**config.mk**
```make
export PLATFORM = sky130hd
export DESIGN_NAME = jtkicker_gfx_arb
export DESIGN_NICKNAME = d
export VERILOG_FILES = /design/src/rtl/jtkicker_gfx_arb.sv
export SDC_FILE = /design/constraint.sdc
export NUM_CORES = 1
export LEC_CHECK = 0
export CORE_ASPECT_RATIO = 0.8
export CORE_MARGIN = 2
export CORE_UTILIZATION = 30
export DETAILED_ROUTE_END_ITERATION = 8
export GPL_ROUTABILITY_DRIVEN = 1
export PLACE_DENSITY_LB_ADDON = 0.3
export SYNTH_ARGS = -nofsm -noshare
export SYNTH_HDL_FRONTEND = slang
export SYNTH_SLANG_ARGS = --single-unit
```
**constraint.sdc**
```tcl
create_clock -name clk -period 4.63 [get_ports clk]
set_input_delay 0.6945 -clock clk [delete_from_list [all_inputs] [get_ports clk]]
set_output_delay 0.6945 -clock clk [all_outputs]
set_load 0.005 [all_outputs]
```
**src/rtl/jtkicker_gfx_arb.sv**
```systemverilog
// jtkicker_gfx_arb: shares one SDRAM graphics read slot between the scroll and object fetchers,
// each behind a private address-tagged one-word buffer.
module jtkicker_gfx_arb #(
  parameter int AW = 13,
  parameter int DW = 32,
  parameter int TIMEOUT = 255
) (
  input  logic          clk,
  input  logic          rst,
  input  logic          flush,
  input  logic          scr_cs,
  input  logic [AW-1:0] scr_addr,
  output logic [DW-1:0] scr_data,
  output logic          scr_ok,
  input  logic          obj_cs,
  input  logic [AW-1:0] obj_addr,
  output logic [DW-1:0] obj_data,
  output logic          obj_ok,
  output logic          mem_cs,
  output logic [AW:0]   mem_addr,
  input  logic [DW-1:0] mem_data,
  input  logic          mem_ok,
  output logic          timeout
);
  localparam int CW = TIMEOUT > 0 ? $clog2(TIMEOUT + 1) : 1;
  localparam logic [0:0] IDLE = 1'b0, WAIT = 1'b1;
  logic [0:0]    r_state;
  logic [AW-1:0] r_tag_s, r_tag_o, r_itag;
  logic [DW-1:0] r_buf_s, r_buf_o;
  logic          r_valid_s, r_valid_o, r_last, r_sel;
  logic [CW-1:0] r_cnt;
  logic          w_hit_s, w_hit_o, w_miss_s, w_miss_o, w_sel, w_expire;
  logic [AW-1:0] w_iaddr;
  always_comb begin
    w_hit_s  = r_valid_s && r_tag_s == scr_addr;
    w_hit_o  = r_valid_o && r_tag_o == obj_addr;
    w_miss_s = scr_cs && !w_hit_s;
    w_miss_o = obj_cs && !w_hit_o;
    // on a tie the requester not served last time wins
    w_sel    = w_miss_s && w_miss_o ? !r_last : w_miss_o;
    w_iaddr  = w_sel ? obj_addr : scr_addr;
    w_expire = TIMEOUT != 0 && r_cnt == CW'(TIMEOUT - 1);
  end
  assign scr_ok   = scr_cs && w_hit_s;
  assign obj_ok   = obj_cs && w_hit_o;
  assign scr_data = r_buf_s;
  assign obj_data = r_buf_o;
  always_ff @(posedge clk) begin
    if (rst) begin
      r_state   <= IDLE;
      mem_cs    <= 1'b0;
      mem_addr  <= '0;
      r_tag_s   <= '0;
      r_tag_o   <= '0;
      r_itag    <= '0;
      r_buf_s   <= '0;
      r_buf_o   <= '0;
      r_valid_s <= 1'b0;
      r_valid_o <= 1'b0;
      r_last    <= 1'b1;
      r_sel     <= 1'b0;
      r_cnt     <= '0;
      timeout   <= 1'b0;
    end else begin
      timeout <= 1'b0;
      if (flush) begin
        r_valid_s <= 1'b0;
        r_valid_o <= 1'b0;
      end
      if (r_state == IDLE) begin
        if (w_miss_s || w_miss_o) begin
          mem_cs   <= 1'b1;
          mem_addr <= {w_sel, w_iaddr};
          r_itag   <= w_iaddr;
          r_last   <= w_sel;
          r_sel    <= w_sel;
          r_cnt    <= '0;
          r_state  <= WAIT;
        end
      end else if (mem_ok) begin
        // the capture is stored under the issued tag and overrides a simultaneous flush
        mem_cs  <= 1'b0;
        r_state <= IDLE;
        if (r_sel) begin
          r_buf_o   <= mem_data;
          r_tag_o   <= r_itag;
          r_valid_o <= 1'b1;
        end else begin
          r_buf_s   <= mem_data;
          r_tag_s   <= r_itag;
          r_valid_s <= 1'b1;
        end
      end else if (w_expire) begin
        mem_cs  <= 1'b0;
        timeout <= 1'b1;
        r_state <= IDLE;
      end else begin
        r_cnt <= r_cnt + 1'b1;
      end
    end
  end
endmodule

```
# == Word-level counts from Yosys, hierarchy flattened ==
# Index checks and enable logic that the tools add are counted.
# word_totals
reg_bits,132
latch_bits,0
mem_bits_rw,0
rom_bits,0
inputBits,64
out_inout_bits,82
elab_cells,64
n_memories,0
# classes
n_addsub,1
n_mul,0
div,0
n_lt_le_gt_ge,0
eq_ne,6
shift,0
n_mux,23
n_bitwise,2
n_reduce_logical,18
# op_table
operator,count
two-way mux 8 bit,4
== test 13 bit,2
two-way mux 1 bit,18
two-way mux 13 bit,1
AND reduction 3 bit,3
"adder 8 x 1 -> 8 bit, second input constant",1
"== test 8 bit, second input constant",1
logical AND 1 bit,7
"!= test 2 bit, second input constant",2
AND reduction 2 bit,2
zero test 1 bit,3
"!= test 3 x 2 -> 1 bit, second input constant",1
OR reduction 3 bit,1
NOT 1 bit,2
nonzero test 2 bit,1
logical OR 1 bit,1

# == Longest topological paths before layout ==
# Gate-level depths: netlist of run 1.
# logic_depth
word_depth,7
depth_mapped,7
ltp_nobuf,7

# == Least setup slack after synthesis of run 1 ==
# OpenSTA, ideal clock, no wires.
# synth_timing
path_type,in2reg
startpoint,input port obj_addr[5]
endpoint,register r_cnt[0]
setup_ns,0.087
t_arrival_ns,2.239
required_time_ns,4.543
setup_slack_ns,2.304
path_stages,6
n_path_buf,0
cell_sequence,xnor2_1 nand4_1 or4_4 o2bb2ai_4 or4_1 o31ai_1
# synth_via
elab_chain_cells,7
# synth_rtl
item,line,source
start: declaration,16,"input logic [AW-1:0] obj_addr,"
== test 13 bit,36,w_hit_o = r_valid_o && r_tag_o == obj_addr;
logical AND 1 bit,36,
zero test 1 bit,38,w_miss_o = obj_cs && !w_hit_o;
logical AND 1 bit,38,
logical OR 1 bit,71,if (w_miss_s || w_miss_o) begin
nonzero test 2 bit (no source line),--,
AND reduction 3 bit (no source line),--,
end signal: assignment,98,r_cnt <= r_cnt + 1'b1;
end: declaration,31,logic [CW-1:0] r_cnt;
# Every way passes these cells.
# A chain may end at the register's enable or synchronous reset.

# == Worst setup path in the final report of run 1 ==
# layout_timing
startpoint,input port scr_addr[10]
endpoint,output port scr_ok
# layout_via
elab_chain_cells,3
# layout_rtl
item,line,source
start: declaration,12,"input logic [AW-1:0] scr_addr,"
== test 13 bit,35,w_hit_s = r_valid_s && r_tag_s == scr_addr;
logical AND 1 bit,35,
logical AND 1 bit,44,assign scr_ok = scr_cs && w_hit_s;
end: declaration,14,"output logic scr_ok,"
# Every way passes these cells.

==> results.md, run 1 <==
* #FFs+latches synth at 118
* Drt wl/cell at 14.9 um
* I/O Buffers at roughly 150
* Register-to-Register Path Depth at 6
* Max FO, Critical Path at 2
* Detail Route Antenna Nets at 0
* Syn avg cell area at 8.23 sq um
* Antenna violations before repair at 0
* HP Start: scr_data[28]
* Worst path cell trace: clkdlybuf4s50_1 -> xnor2_1 -> nand4_1 -> nor4_1 -> and2_1 -> clkdlybuf4s50_1
* Largest cells by area after synthesis: dfxtp_1 51%, nand2_1 15%, a21oi_1 10%
* Leading area contributor after synthesis: dfxtp_1
* Reg2reg end: r_cnt[0]
* Die height at 116 um
* R2r setup slk at around 2.2 ns
* Register area share after synthesis at 0.506
* Number of global-route vias before repair at 4295
* CP max-delay cell: clkdlybuf4s50_1
* Setup TNS at 0 ns
* Most frequent cells after synthesis: 188 x nand2_1, 118 x dfxtp_1, 93 x a21oi_1
* Total CTS buffers at 17
* VDD IR-drop max at about 0.24 mV
* Worst path arrival time at 2.74 ns
* Worst hold path class: flip-flop to flip-flop
* Pre-CTS setup slack at between 1 and 1.5 ns
* Via-to-Cell Ratio at between 4 and 5
* Final setup fails at 0
* Total gr overflow at 0
* Vias after detailed routing at 4379
* Top delay family on crit path: buffers and inverters
* Clk sink count at between 100 and 150
* Ys flop type: dfxtp_1
* Width of the die at 143 um
* First-pass GRT wire length at 21600 um
* Layout cells sized above 1 at 0.0535
* Post-cts hold buffer count at 0
* Highest Clock Rate at 291 MHz
* Row cnt at 40
* CTS tree: yes
* Post-synth EDFFs at 0
* Final hold violation count at 0
* Most common cell in the synthesized netlist: nand2_1
* Number of standard cells after synthesis at 567
* Largest net degree at the start of global routing at between 60 and 70
* Pwr dens at 383 mW/mm^2
* Post-CTS Setup Bufs at 0
* DP HPWL at roughly 9000 um
* Worst-case clock skew at 0.00929 ns
* DRC at 0
* Setup ws final at 1.19 ns
* Minimum clock period at between 3 and 4 ns
* Final #Nets at roughly 760
* DRT Pass-1 Iters at 6
* Clk root buf: clkbuf_16
* Initial DRC Count at approximately 230
* Cts repair resizes at 0
* Io pins at around 150
* Startpoint Class: input port
* # H-tree levels at 4
* Bufs and invs on worst path at 2
* Tcrit/Tclk final at 0.742
* Area Overhead vs Synth at 46.1%
* Slew Viols, Final at 0
* Worst R2R Start: r_tag_s[10]
* GR Util All Layers at 0.168
* Crit path top cell by count: clkdlybuf4s50_1
* Net Count, Synth at between 600 and 700
* Distinct cells, synth at 30
* Ys Warns at 0
* Clk pin slew, worst setup/hold paths at about 0.05 ns
* Worst EP required at 3.94 ns
* Die area at 0.0166 sq mm
* Fill cell count at 1487
* Placer congestion estimate at 0.759
* Least-Margin Pin Slew at 1.20 ns
* Clk buf depth at 2
* Core Box Area at ~0.015 sq mm
* # diodes at 0
* Status: completed
* Max-capacitance violation count at 0
* Max-slew headroom at 0.201
* Final WL at between 10000 and 15000 um
* Initial core utilization at 0.309
* Hold path depth at 2
* Post-synth ARST share at 0
* RSZ-0062 raised after global routing: false
* Later-pin clock latency in the skew report at 0.41 ns
* Leakage dissipation at 2.31 nW
* Worst Hold Path EP: scr_data[28]
* Crit. End Element: output port
* Synth Cell Area at 0.00467 sq mm
* CP Class: input port to output port
* Share of the synthesized area in the top cell type at 0.506
* Largest stage delay on the critical path at slightly below 0.5 ns
## per-stage QoR
step            util  hold WS [ns]  cell area [sq um]  power (mW)  cells
2_1_floorplan      -         0.449               4670        1.22    567
3_3_place_gp   0.414         0.442               6260        1.38    888
3_5_place_dp   0.414         0.447               6260        1.38    888
4_1_cts        0.451         0.455               6820        2.64    920
5_1_grt        0.451         0.466               6820        2.73    920
6_report       0.451         0.452               6820        2.61    920
## flip-flops by register name, summed over array words and instances, names as in the netlist
register / cells
r_cnt: 8
mem_cs: 1
r_valid_s: 1
mem_addr: 14
r_tag_s: 13
r_last: 1
r_state: 1
r_valid_o: 1
scr_data: 32
r_tag_o: 13
obj_data: 32
timeout: 1
## how the worst max path moves through the flow
stage | start | endpoint | cells past startpoint | slack, ns
final | scr_addr[10] | scr_ok | 6 | 1.19
after global routing | scr_addr[10] | scr_ok | 6 | 1.02
after CTS | scr_addr[10] | scr_ok | 6 | 1.21
after detailed placement | scr_addr[10] | scr_ok | 6 | 1.23
after global placement | scr_addr[10] | scr_ok | 6 | 1.24
after floorplan | obj_addr[5] | r_cnt[0] | 6 | 2.30
## power breakdown
group | switching, mW | internal (mW) | leakage, nW
sequential | 0.0307 | 1.05 | 0.959
combinational | 0.132 | 0.143 | 1.08
clock | 0.454 | 0.799 | 0.273
total | 0.616 | 2.00 | 2.31
## worst reg2reg max path, delay by kind of cell (launching register included)
family,cells,cell delay [ns]
AOI/OAI and AO/OA,3,1.02
and+or+nand+nor,2,0.83
DFF,1,0.33
xor gates and xnor gates,1,0.18
## layer usage
layer  global-route usage  share of wire  vias to the layer above
li1                     -              -                     2151
met1                0.210           0.46                     2085
met2                0.268           0.46                      135
met3               0.0649          0.077                        8
met4               0.0542         0.0055                        0
met5                    0              0                        -
## cell usage in the layout, fill, tap and decap left out, drive strengths merged, types with 12 or more instances in the layout
cell type	n
nand2	188
clkdlybuf4s50	144
dfxtp	118
a21oi	93
xnor2	28
nor2	22
clkbuf	22
mux2i	13
a211oi	13
nand4	12
## layout make-up
type	instances	area, sq um	share of cell area
clock buffer	22	454	0.0666
clock inverter	10	105	0.0154
inverter	3	11.3	0.00165
multi-input combinational	411	2170	0.318
sequential	118	2360	0.346
tap	210	263	0.0385
timing repair buffer	146	1460	0.214
## cell families after synthesis
group                    count (synthesis)  synth area share
AO/OA/AOI/OAI                          114             0.144
XOR/XNOR                                32            0.0600
multiplexers                            13            0.0279
AND/OR/NAND/NOR                        250             0.221
buffers and inverters                   38            0.0348
flip-flops                             118             0.506
adder cells (fa/ha/maj)                  2           0.00536
No activity file was read; power rests on OpenSTA's default activity.
==> run 2, diff against run 1 <==
clock period = 3.6 ns   (was 4.63 ns; I/O delays follow)
==> results.md, run 2 (same netlist as run 1, synthesis figures left out) <==
* CTS tree: yes
* Drt wl/cell at 14.8 um (-0.82%)
* Clk buf depth at 2 (unchanged)
* Worst-case clock skew at 0.00745 ns (-0.00183 ns)
* Seq pwr share at 0.377 (-0.038)
* Die height at 116 um (unchanged)
* Row cnt at 40 (unchanged)
* Largest net degree at the start of global routing at 105 (+62%)
* GR Util All Layers at 0.169 (+0.00133)
* Worst path arrival time at 2.50 ns (-0.24 ns)
* Final hold violation count at 0 (unchanged)
* Final setup fails at 0 (unchanged)
* Number of global-route vias before repair at 4168 (-3.0%)
* Die area at 0.0166 sq mm (unchanged)
* Width of the die at 143 um (unchanged)
* Total CTS buffers at 17 (unchanged)
* Clk sink count at 118 (unchanged)
* Total gr overflow at 0 (unchanged)
* Most common cell after layout, fill and taps aside: nand2_1
* Most frequent cells in the layout: 188 x nand2_1, 144 x clkdlybuf4s50_1, 118 x dfxtp_1
* Io pins at 146 (unchanged)
* Routed wire length on met3 at 1110 um (+4.7%)
* Top sig layer: met4
* DP HPWL at 9270 um (+3.0%)
* Pwr dens at 528 mW/mm^2 (+38%)
* Final WL at 13700 um (-0.28%)
* Setup TNS at 0 ns (unchanged)
* Later-pin clock latency in the skew report at 0.42 ns (about the same)
* Hold path depth at 2 (unchanged)
* Crit. End Element: output port
* Initial core utilization at 0.309 (unchanged)
* Initial DRC Count at 285 (+24%)
* Slew Viols, Final at 0 (unchanged)
* Register-to-Register Path Depth at 6 (unchanged)
* First-pass GRT wire length at 21600 um (unchanged)
* Vias after detailed routing at 4408 (+0.66%)
* Status: completed
* Leakage dissipation at 2.39 nW (+3.6%)
* Routed length on met2 at 6100 um (-3.8%)
* Clk root buf: clkbuf_16
* Worst EP required at 3.06 ns (-0.88 ns)
* Cts repair resizes at 0 (unchanged)
* Clk pin slew, worst setup/hold paths at 0.05 ns (about the same)
* RSZ-0062 raised after global routing: false
* Final #Nets at 768 (+0.66%)
* Max-slew headroom at 0.248 (+0.0477)
* Clk pwr share at 0.526 (+0.046)
* Placer congestion estimate at 0.794 (+4.7%)
* Placed Cells at 893 (+0.56%)
* VDD IR-drop max at 0.332 mV (+37%)
* Sw Share at 0.222 (-0.0141)
* Total power at 3.70 mW (+42%)
* CP Class: input port to output port
* Post-cts hold buffer count at 0 (unchanged)
* DRT Pass-1 Iters at 4 (-2)
* Gate power share at 0.097 (-0.008)
* Post-CTS Setup Bufs at 0 (unchanged)
* Sw power at 0.820 mW (+33%)
* Least-Margin Pin Slew at 1.13 ns (-0.0700 ns)
* Startpoint Class: input port
* Met1 wire length at 6300 um (+0.40%)
* Int Power at 2.88 mW (+44%)
* Hold slack at 0.453 ns (+0.00169 ns)
* Via-to-Cell Ratio at 4.77 (+0.12%)
* Area Overhead vs Synth at 50.0%
* # diodes at 0 (unchanged)
* I/O Buffers at 145 (unchanged)
* Highest Clock Rate at 329 MHz
* DRC at 0 (unchanged)
* Tcrit/Tclk final at 0.846
* # H-tree levels at 4 (unchanged)
* Max FO, Critical Path at 2 (unchanged)
* Minimum clock period at around 3 ns
* Layout Cells excl Fill at 925 (+0.54%)
* Worst hold path class: flip-flop to flip-flop
* Antenna violations before repair at 0 (unchanged)
* Layout cells sized above 1 at 0.0643 (+0.0108)
* Detail Route Antenna Nets at 0 (unchanged)
* Core Box Area at 0.0151 sq mm (unchanged)
* Max-capacitance violation count at 0 (unchanged)
==> run 2: layer usage <==
metal  GRT usage  up-vias
li1            -     2163
met1       0.219     2079
met2       0.260      147
met3      0.0649       19
met4      0.0608        0
met5           0        -
==> run 2: stage by stage <==
step                      area, sq um  worst slack, ns  utilization
after CTS                        7000            0.564        0.463
after detailed placement         6320            0.564        0.418
after floorplan                  4670             1.43            -
after global routing             7000            0.459        0.463
final                            7000            0.556        0.463
after global placement           6320            0.520        0.418
==> run 2: path summary, 6_finish.rpt <==
path | start | end | slack (ns)
max reg2reg | r_tag_o[8] | mem_addr[8] | 1.32
max | scr_addr[3] | scr_ok | 0.56
min | obj_data[23] | obj_data[23] | 0.45
min reg2reg | obj_data[23] | obj_data[23] | 0.45
==> run 2: layout make-up <==
type                       count  area [sq um]
clock buffer                  20           457
multi-input combinational    411          2170
tap                          210           263
fill                        1461          8110
timing repair buffer         151          1520
inverter                       3          11.3
sequential                   118          2360
clock inverter                12           223
==> run 2: power by group through the flow <==
| stage | clock, mW | combinational, mW | sequential [mW] |
|---|---|---|---|
| 4_1_cts | 1.98 | 0.360 | 1.40 |
| 3_3_place_gp | 0 | 0.354 | 1.42 |
| 5_1_grt | 2.05 | 0.390 | 1.40 |
| 2_1_floorplan | 0 | 0.157 | 1.41 |
| 6_report | 1.94 | 0.359 | 1.40 |
| 3_5_place_dp | 0 | 0.358 | 1.42 |
==> run 2: worst max-delay path: stages <==
cell	delay, ns
clkdlybuf4s50_1	0.50
xnor2_1	0.13
nand4_1	0.24
nor4_1	0.38
and2_1	0.20
clkdlybuf4s50_1	0.51
